<file path="config.mk">
export PLATFORM = sky130hd
export DESIGN_NAME = alu_wb_ctrl
export DESIGN_NICKNAME = d
export VERILOG_FILES = /design/src/rtl/alu_wb_pkg.sv /design/src/rtl/alu_core.sv /design/src/rtl/alu_wb_ctrl.sv
export SDC_FILE = /design/constraint.sdc
export NUM_CORES = 1
export LEC_CHECK = 0
export BUFFER_PORTS_ARGS = -buffer_cell sky130_fd_sc_hd__buf_4
export CAP_MARGIN = 20
export CORE_AREA = 2 2 182 184
export DETAILED_ROUTE_END_ITERATION = 7
export DIE_AREA = 0 0 184 186
export SLEW_MARGIN = 10
export SYNTH_ARGS = -nofsm -noshare
export SYNTH_HDL_FRONTEND = slang
export SYNTH_SLANG_ARGS = --single-unit
</file>
<file path="constraint.sdc">
create_clock -name clk -period 4.3 [get_ports clk]
set_input_delay 0 -clock clk [delete_from_list [all_inputs] [get_ports clk]]
set_output_delay 0 -clock clk [all_outputs]
set_load 0.01 [all_outputs]
</file>
<file path="src/rtl/alu_wb_pkg.sv">
// Shared constants for the ALU write-back controller: op codes, FSM encoding, width defaults.
package alu_wb_pkg;

  localparam int DATA_W_DEF = 32;
  localparam int ADDR_W_DEF = 5;

  localparam logic [2:0] OP_AND = 3'b000;
  localparam logic [2:0] OP_OR  = 3'b001;
  localparam logic [2:0] OP_ADD = 3'b010;
  localparam logic [2:0] OP_XOR = 3'b011;
  localparam logic [2:0] OP_NOR = 3'b100;
  localparam logic [2:0] OP_SLL = 3'b101;
  localparam logic [2:0] OP_SUB = 3'b110;
  localparam logic [2:0] OP_SLT = 3'b111;

  typedef enum logic [1:0] {
    ST_IDLE = 2'd0,
    ST_READ = 2'd1,
    ST_EXEC = 2'd2,
    ST_WB   = 2'd3
  } state_t;

endpackage

</file>
<file path="src/rtl/alu_core.sv">
// Purely combinational ALU: op, a, b -> y plus zero and signed-overflow flags.
module alu_core
  import alu_wb_pkg::*;
#(
  parameter int DATA_W = DATA_W_DEF
) (
  input  logic [2:0]        op,
  input  logic [DATA_W-1:0] a,
  input  logic [DATA_W-1:0] b,
  output logic [DATA_W-1:0] y,
  output logic              zf,
  output logic              of
);

  localparam int MSB = DATA_W - 1;

  logic [DATA_W-1:0] sum;
  logic [DATA_W-1:0] diff;
  logic              lt;

  assign sum  = a + b;
  assign diff = a - b;
  assign lt   = $signed(a) < $signed(b);

  // Overflow: operands that agree in sign (ADD) or differ (SUB) yet the result sign flips.
  always_comb begin
    y  = '0;
    of = 1'b0;
    case (op)
      OP_AND: y = a & b;
      OP_OR:  y = a | b;
      OP_ADD: begin
        y  = sum;
        of = (a[MSB] == b[MSB]) && (sum[MSB] != a[MSB]);
      end
      OP_XOR: y = a ^ b;
      OP_NOR: y = ~(a | b);
      OP_SLL: y = a << b[4:0];
      OP_SUB: begin
        y  = diff;
        of = (a[MSB] != b[MSB]) && (diff[MSB] != a[MSB]);
      end
      OP_SLT: y = {{(DATA_W-1){1'b0}}, lt};
      default: y = '0;
    endcase
  end

  assign zf = (y == '0);

endmodule

</file>
<file path="src/rtl/alu_wb_ctrl.sv">
// Four-state read/execute/write-back controller around alu_core and an external register file.
// Optional: define ALU_WB_R0_GUARD_EN to suppress register-file writes when rd is 0.
module alu_wb_ctrl
  import alu_wb_pkg::*;
#(
  parameter int DATA_W = DATA_W_DEF,
  parameter int ADDR_W = ADDR_W_DEF
) (
  input  logic              clk,
  input  logic              Reset,
  input  logic              start,
  input  logic [2:0]        op,
  input  logic [ADDR_W-1:0] rs_addr,
  input  logic [ADDR_W-1:0] rt_addr,
  input  logic [ADDR_W-1:0] rd_addr,
  output logic [ADDR_W-1:0] R_Addr_A,
  output logic [ADDR_W-1:0] R_Addr_B,
  input  logic [DATA_W-1:0] R_Data_A,
  input  logic [DATA_W-1:0] R_Data_B,
  output logic [ADDR_W-1:0] W_Addr,
  output logic [DATA_W-1:0] W_Data,
  output logic              Write_Reg,
  output logic              busy,
  output logic              done,
  output logic [DATA_W-1:0] result,
  output logic              ZF,
  output logic              OF
);

  state_t state, next;

  logic [2:0]        op_q;
  logic [ADDR_W-1:0] rs_q, rt_q, rd_q;
  logic [DATA_W-1:0] opa_q, opb_q;
  logic [DATA_W-1:0] result_q;
  logic              zf_q, of_q;

  logic [DATA_W-1:0] alu_y;
  logic              alu_zf, alu_of;
  logic              wr_ok;
  logic              accept;

  assign accept = (state == ST_IDLE) && start;

  always_ff @(posedge clk or posedge Reset) begin
    if (Reset) state <= ST_IDLE;
    else       state <= next;
  end

  always_comb begin
    next = state;
    case (state)
      ST_IDLE: if (start) next = ST_READ;
      ST_READ: next = ST_EXEC;
      ST_EXEC: next = ST_WB;
      ST_WB:   next = ST_IDLE;
      default: next = ST_IDLE;
    endcase
  end

  // Request fields are only captured on acceptance; starts while busy are dropped.
  always_ff @(posedge clk or posedge Reset) begin
    if (Reset) begin
      op_q <= '0;
      rs_q <= '0;
      rt_q <= '0;
      rd_q <= '0;
    end else if (accept) begin
      op_q <= op;
      rs_q <= rs_addr;
      rt_q <= rt_addr;
      rd_q <= rd_addr;
    end
  end

  // Operands are frozen before WB, so rd aliasing rs/rt is harmless.
  always_ff @(posedge clk or posedge Reset) begin
    if (Reset) begin
      opa_q <= '0;
      opb_q <= '0;
    end else if (state == ST_READ) begin
      opa_q <= R_Data_A;
      opb_q <= R_Data_B;
    end
  end

  always_ff @(posedge clk or posedge Reset) begin
    if (Reset) begin
      result_q <= '0;
      zf_q     <= 1'b0;
      of_q     <= 1'b0;
    end else if (state == ST_EXEC) begin
      result_q <= alu_y;
      zf_q     <= alu_zf;
      of_q     <= alu_of;
    end
  end

  alu_core #(.DATA_W(DATA_W)) u_alu (
    .op (op_q),
    .a  (opa_q),
    .b  (opb_q),
    .y  (alu_y),
    .zf (alu_zf),
    .of (alu_of)
  );

`ifdef ALU_WB_R0_GUARD_EN
  assign wr_ok = (rd_q != '0);
`else
  assign wr_ok = 1'b1;
`endif

  always_comb begin
    busy      = 1'b0;
    done      = 1'b0;
    Write_Reg = 1'b0;
    W_Addr    = '0;
    W_Data    = '0;
    R_Addr_A  = '0;
    R_Addr_B  = '0;
    case (state)
      ST_READ: begin
        busy     = 1'b1;
        R_Addr_A = rs_q;
        R_Addr_B = rt_q;
      end
      ST_EXEC: busy = 1'b1;
      ST_WB: begin
        busy      = 1'b1;
        done      = 1'b1;
        Write_Reg = wr_ok;
        W_Addr    = rd_q;
        W_Data    = result_q;
      end
      default: ;
    endcase
  end

  assign result = result_q;
  assign ZF     = zf_q;
  assign OF     = of_q;

endmodule

</file>
==> flow_summary.ini, run 1 <==
[worst_setup_path]
timing.rr.end = ZF$_DFFE_PP0P_
worst-setup-path-type = reg -> reg
rrSetupSlack_ns = 0.18
crit_path_max_fanout = 7
rr_worst_depth = 13
r2r-start = opa_q[13]$_DFFE_PP0N_
crit_required_ns = 4.66
worstPathArrival_ns = 4.48
worstSetupStartpointType = flip-flop
crit_path_end_kind = flip-flop

[floorplanning]
die_x_um = 184
start_util_pct = 39.7
fp.coreArea_mm2 = 0.0322
ios = 169
die-height_um = 186
dieArea_mm2 = 0.0342
num_rows = 66

[timing]
hold_viol = 0
worstMarginPinSlew_ns = 1.01
drv_slew = 0
relSlewSlack_pct = 32.4
clock_skew_ns = 0.0141
period_needed_ns = 4.12
clock.fmax_mhz = 243
finalSetupTns_ns = 0
period_share_pct = 95.8
setup-violations-final = 0

[global_routing]
overflow = 0
grt_max_degree = 74
grt_use_total_pct = 32.8
grt_pass1_wl_um = 83500
grt_pass1_vias = 13300
antenna_found_initial = 1

[routing]
num_vias = 14300
vias_per_cell = 6.16
wl_met1_um = 25100
top_layer = met4
drt_iter0_drc = 1744
antenna_left = 0
wl_met3_um = 4880
met2_length_um = 24200
wire_per_inst_um = 24.1
firstDrtPassIters = 6
drc = 0
wl_um = 56000

[clock_network]
cts_buffer_depth = 2
clk_pin_slew_ns = 0.07
clock_sinks = 118
cts_tree = done
clk_latency_ns = 0.45
htreeDepth = 4
clock-root-buffer = clkbuf_16
numCtsBuffers = 17

[synth]
syn_avg_cell_area_um2 = 7.91
synth_cell_types = 91
synth_top_family_by_area = compound AO/OA/AOI/OAI gates
synth_seq_cells = 118
synth_ff_type = dfrtp_1
ys_seq_area_share_pct = 23.1
synthCells = 1617
synthAdderAreaFrac_pct = 10.7
synth_edf_count = 0
synthArstFlopShare_pct = 100
synth_xor_area_share_pct = 1.03
syn_nets = 1810
synth-compound-area-share_pct = 26.7
yosys.area_share.simple_pct = 20.2
synthMuxAreaShare_pct = 11.6
ys.warnings.count = 0
synth_area_mm2 = 0.0128

[finish]
nets = 2091
syn_to_final_growth_pct = 29.4
n_antenna_cell = 0
final_cell_mix = buf_4, nand2_1, nor2_1, o21ai_0, dfrtp_1
drive_above_1_share_pct = 23.3
fillers = 3106
multiInputGateArea_mm2 = 0.00902
final_common_cell = buf_4
register_area_mm2 = 0.00295

[place]
dp_hpwl_um = 42900
routabilityCongestion = 0.992
io_buffers = 168

[job]
cap_violations = 0

[hold_path]
holdCritPathClass = in -> async

[status]
status = finished, final reports clean
## metrics by stage
stage                     area, µm²  hold slack (ns)  std cells  setup slack [ns]  util (%)
final                         16500            0.229       2319             0.181      51.4
after global placement        15100            0.179       2200            0.0121      46.8
after floorplan               12800            0.117       1617             0.127         -
after global routing          16500            0.301       2319           -0.0322      51.4
after CTS                     16500            0.264       2316            0.0689      51.2
after detailed placement      15100            0.179       2200           -0.0172      46.8
## how the worst max path moves through the flow
stage | end | from | cells past startpoint | slack [ns]
floorplan | result[31]$_DFFE_PP0P_ | opb_q[1]$_DFFE_PP0N_ | 16 | 0.13
global placement | ZF$_DFFE_PP0P_ | opa_q[14]$_DFFE_PP0N_ | 14 | 0.01
detailed placement | ZF$_DFFE_PP0P_ | opa_q[8]$_DFFE_PP0N_ | 13 | -0.02
CTS | ZF$_DFFE_PP0P_ | opa_q[14]$_DFFE_PP0N_ | 14 | 0.07
global route | ZF$_DFFE_PP0P_ | opa_q[13]$_DFFE_PP0N_ | 13 | -0.03
finish | ZF$_DFFE_PP0P_ | opa_q[13]$_DFFE_PP0N_ | 13 | 0.18
## cells in the mapped netlist, types with 6 or more instances
master / count / area share [%]
a21oi_1: 105 / 4.1
nand2b_1: 16 / 0.78
buf_1: 13 / 0.38
o221ai_1: 7 / 0.48
a311oi_1: 6 / 0.41
o31ai_1: 12 / 0.70
clkbuf_1: 86 / 2.5
a31oi_1: 20 / 0.98
nor2_1: 148 / 4.3
o21ai_1: 7 / 0.27
a211o_1: 11 / 0.75
nor3_1: 40 / 1.6
mux2_2: 52 / 4.6
a22oi_1: 13 / 0.76
o21ai_0: 124 / 4.9
nor2b_1: 17 / 0.83
o22ai_1: 14 / 0.68
nand2_1: 171 / 5.0
or3_1: 11 / 0.54
buf_2: 13 / 0.51
a221oi_1: 15 / 1.0
mux4_2: 30 / 5.3
ha_1: 106 / 10
o21a_1: 11 / 0.65
o211ai_1: 20 / 1.2
o2bb2ai_1: 8 / 0.55
nand4_1: 13 / 0.64
nor4_1: 16 / 0.78
a41oi_1: 7 / 0.48
a211oi_1: 27 / 1.6
dfrtp_1: 118 / 23
o22a_1: 6 / 0.41
mux2i_1: 20 / 1.6
a21o_1: 25 / 1.5
inv_1: 101 / 3.0
and2_1: 54 / 2.6
nand3_1: 20 / 0.78
xnor2_1: 12 / 0.82
or4_1: 6 / 0.35
## cell type report
class	count	share of cell area, %
multi-input combinational	1278	54.5
clock buffer	19	2.74
sequential	118	17.9
inverter	107	2.44
timing repair buffer	376	18.7
clock inverter	13	0.673
tap	408	3.09
## metal layers
metal  up-vias  global-route usage (%)
met5         -                       0
met1      6898                    46.7
met3       100                    5.36
li1       6459                       -
met2       839                    49.5
met4         0                    12.5
## critical path: stages (launching register included)
cell,delay [ns]
dfrtp_1,0.54
inv_1,0.11
ha_1,0.41
or4_1,0.53
or3_1,0.36
a31oi_1,0.24
o21ai_2,0.16
o311ai_2,0.37
a311oi_1,0.18
o31ai_2,0.31
nand2b_1,0.09
nor4b_1,0.34
nand3_1,0.17
o32ai_2,0.21
## logic make-up after synthesis
logic type / Yosys count
buffers and inverters: 221
and+or+nand+nor: 543
adders and majority gates: 108
AOI/OAI and AO/OA: 508
muxes: 104
xor gates and xnor gates: 15
DFF: 118
## flip-flops by register name (all words and copies together) (netlist names)
name    cells
rs_q        5
state       2
rt_q        5
result     32
opa_q      32
OF          1
op_q        3
opb_q      32
ZF          1
rd_q        5
## what timing repair did
| action | in CTS | in global routing |
|---|---|---|
| hold buffers | 84 | 0 |
| buffers inserted | 0 | 1 |
| resized for setup | 1 | 8 |
| hold endpoints to repair | 138 | 0 |
| endpoints found under the setup margin | 1 | 2 |
Power of run 1 is not shown: default switching activity piles up to over one toggle a cycle in this logic, so the estimate is an artifact.
==> run 2, diff against run 1 <==
--- a/config.mk
+++ b/config.mk
@@ -7,9 +7,12 @@
 export LEC_CHECK = 0
 export BUFFER_PORTS_ARGS = -buffer_cell sky130_fd_sc_hd__buf_4
 export CAP_MARGIN = 20
+export CELL_PAD_IN_SITES_DETAIL_PLACEMENT = 1
+export CELL_PAD_IN_SITES_GLOBAL_PLACEMENT = 1
 export CORE_AREA = 2 2 182 184
 export DETAILED_ROUTE_END_ITERATION = 7
 export DIE_AREA = 0 0 184 186
+export PLACE_DENSITY_LB_ADDON = 0.1
 export SLEW_MARGIN = 10
 export SYNTH_ARGS = -nofsm -noshare
 export SYNTH_HDL_FRONTEND = slang
==> run 2 against run 1 <==
  * Die area did not move
  * First-iteration DRC count fell by 15%
  * Sequential cell count did not move
  * Hold slack improved by 0.033 ns
  * Wire length rose by 13%
  * Non-clock buffer count rose by 10
==> flow_summary.ini, run 2 (synthesis gave the netlist of run 1 again) <==
[status]
status = finished, final reports clean

[finish]
nets = 2101
drive_above_1_share_pct = 23.9
register_area_mm2 = 0.00296
fillers = 3889
instances_no_fill = 2329
final_common_cell = buf_4
multiInputGateArea_mm2 = 0.00905
syn_to_final_growth_pct = 30.8
n_antenna_cell = 0
final_cell_mix = buf_4, nand2_1, nor2_1, o21ai_0, dfrtp_1

[floorplanning]
num_rows = 66
start_util_pct = 39.7
fp.coreArea_mm2 = 0.0322
dieArea_mm2 = 0.0342
ios = 169
die-height_um = 186
die_x_um = 184

[global_routing]
grt_pass1_vias = 14800
grt_max_degree = 119
antenna_found_initial = 1
grt_use_total_pct = 37.3
grt_pass1_wl_um = 94400
overflow = 0

[routing]
wire_per_inst_um = 27.1
firstDrtPassIters = 5
antenna_left = 0
num_vias = 14700
drc = 0
vias_per_cell = 6.33
drt_iter0_drc = 1486
wl_um = 63000

[worst_setup_path]
path_delay_family = compound AO/OA/AOI/OAI gates
crit_required_ns = 4.65
crit_path_end_kind = flip-flop
path_cells = inv_1 -> ha_1 -> a21oi_1 -> o21ai_0 -> nor2b_1 -> or4_1 -> a311o_1 -> a31o_1 -> a211oi_2 -> or3_1 -> a21oi_1 -> o32a_1 -> mux2_4
path_common_cell = a21oi_1
worst-setup-path-type = reg -> reg
cp_slowest_stage_delay_ns = 0.61
path_buf_inv = 1
cp_slowest_cell = or4_1
worstPathArrival_ns = 4.47
crit_path_max_fanout = 11
worstSetupStartpointType = flip-flop

[timing]
setup-violations-final = 0
period_needed_ns = 4.12
relSlewSlack_pct = 31.4
clock_skew_ns = 0.0109
rsz0062_at_grt = no
hold_viol = 0
clock.fmax_mhz = 243
drv_slew = 0
period_share_pct = 95.9
worstMarginPinSlew_ns = 1.03

[clock_network]
clock_sinks = 118
htreeDepth = 4
cts_setup_buffers = 0
cts_buffer_depth = 2
clk_pin_slew_ns = 0.06
cts_tree = done
clock-root-buffer = clkbuf_16
numCtsBuffers = 17
clk_latency_ns = 0.46

[hold_path]
holdCritPathClass = in -> async

[place]
placedCellCount = 2213
routabilityCongestion = 0.995
io_buffers = 168
dp_hpwl_um = 47300

[job]
cap_violations = 0
==> run 2: timing repair <==
action | 4_1_cts | 5_1_grt
hold endpoints to repair | 202 | 0
endpoints found under the setup margin | 1 | 3
hold buffers | 84 | 0
resized for setup | 1 | 14
pin swaps | 0 | 0
==> run 2: worst min-delay path: cells and delay by family <==
family / cells / cell delay (ns)
buffers and inverters: 4 / 1.21
==> run 2: final cells by class <==
class | instances | share of cell area (%)
flip-flops and latches | 118 | 17.7
inverters | 107 | 2.42
well taps | 408 | 3.05
multi-input cells | 1278 | 54.1
repair buffers | 386 | 19.0
clock buffers | 21 | 2.81
clock inverters | 11 | 0.890
==> run 2: path summary, 6_finish.rpt <==
| kind | end | cells past startpoint | start | slack, ns |
|---|---|---|---|---|
| setup reg to reg | result[31]$_DFFE_PP0P_ | 13 | opa_q[8]$_DFFE_PP0N_ | 0.18 |
| hold / removal | rt_q[3]$_DFFE_PP0P_ | 4 | Reset | 0.26 |
| max in group asynchronous | opb_q[13]$_DFFE_PP0N_ | 4 | Reset | 3.49 |
| setup / recovery | result[31]$_DFFE_PP0P_ | 13 | opa_q[8]$_DFFE_PP0N_ | 0.18 |
| hold reg to reg | rt_q[1]$_DFFE_PP0P_ | 1 | rt_q[1]$_DFFE_PP0P_ | 0.50 |
| min in group clk | opb_q[3]$_DFFE_PP0N_ | 4 | R_Data_B[3] | 0.29 |
==> run 2: metrics by stage <==
stage / utilization (%) / hold slack (ns) / area, µm² / setup WS [ns] / setup TNS, ns
3_3_place_gp: 47.2 / 0.206 / 15200 / -0.00271 / -0.00271
3_5_place_dp: 47.2 / 0.214 / 15200 / 0.0302 / 0
5_1_grt: 51.9 / 0.325 / 16700 / 0.00438 / 0
2_1_floorplan: - / 0.117 / 12800 / 0.127 / 0
4_1_cts: 51.8 / 0.279 / 16700 / 0.0591 / 0
6_report: 51.9 / 0.262 / 16700 / 0.177 / 0
==> run 2: layer usage <==
layer / GRT usage (%) / wire, µm
met5: 0 / 0
met4: 12.8 / 1870
met3: 7.65 / 5580
met2: 58.5 / 28100
met1: 51.2 / 27500
Power of run 2 is left out for the same reason.
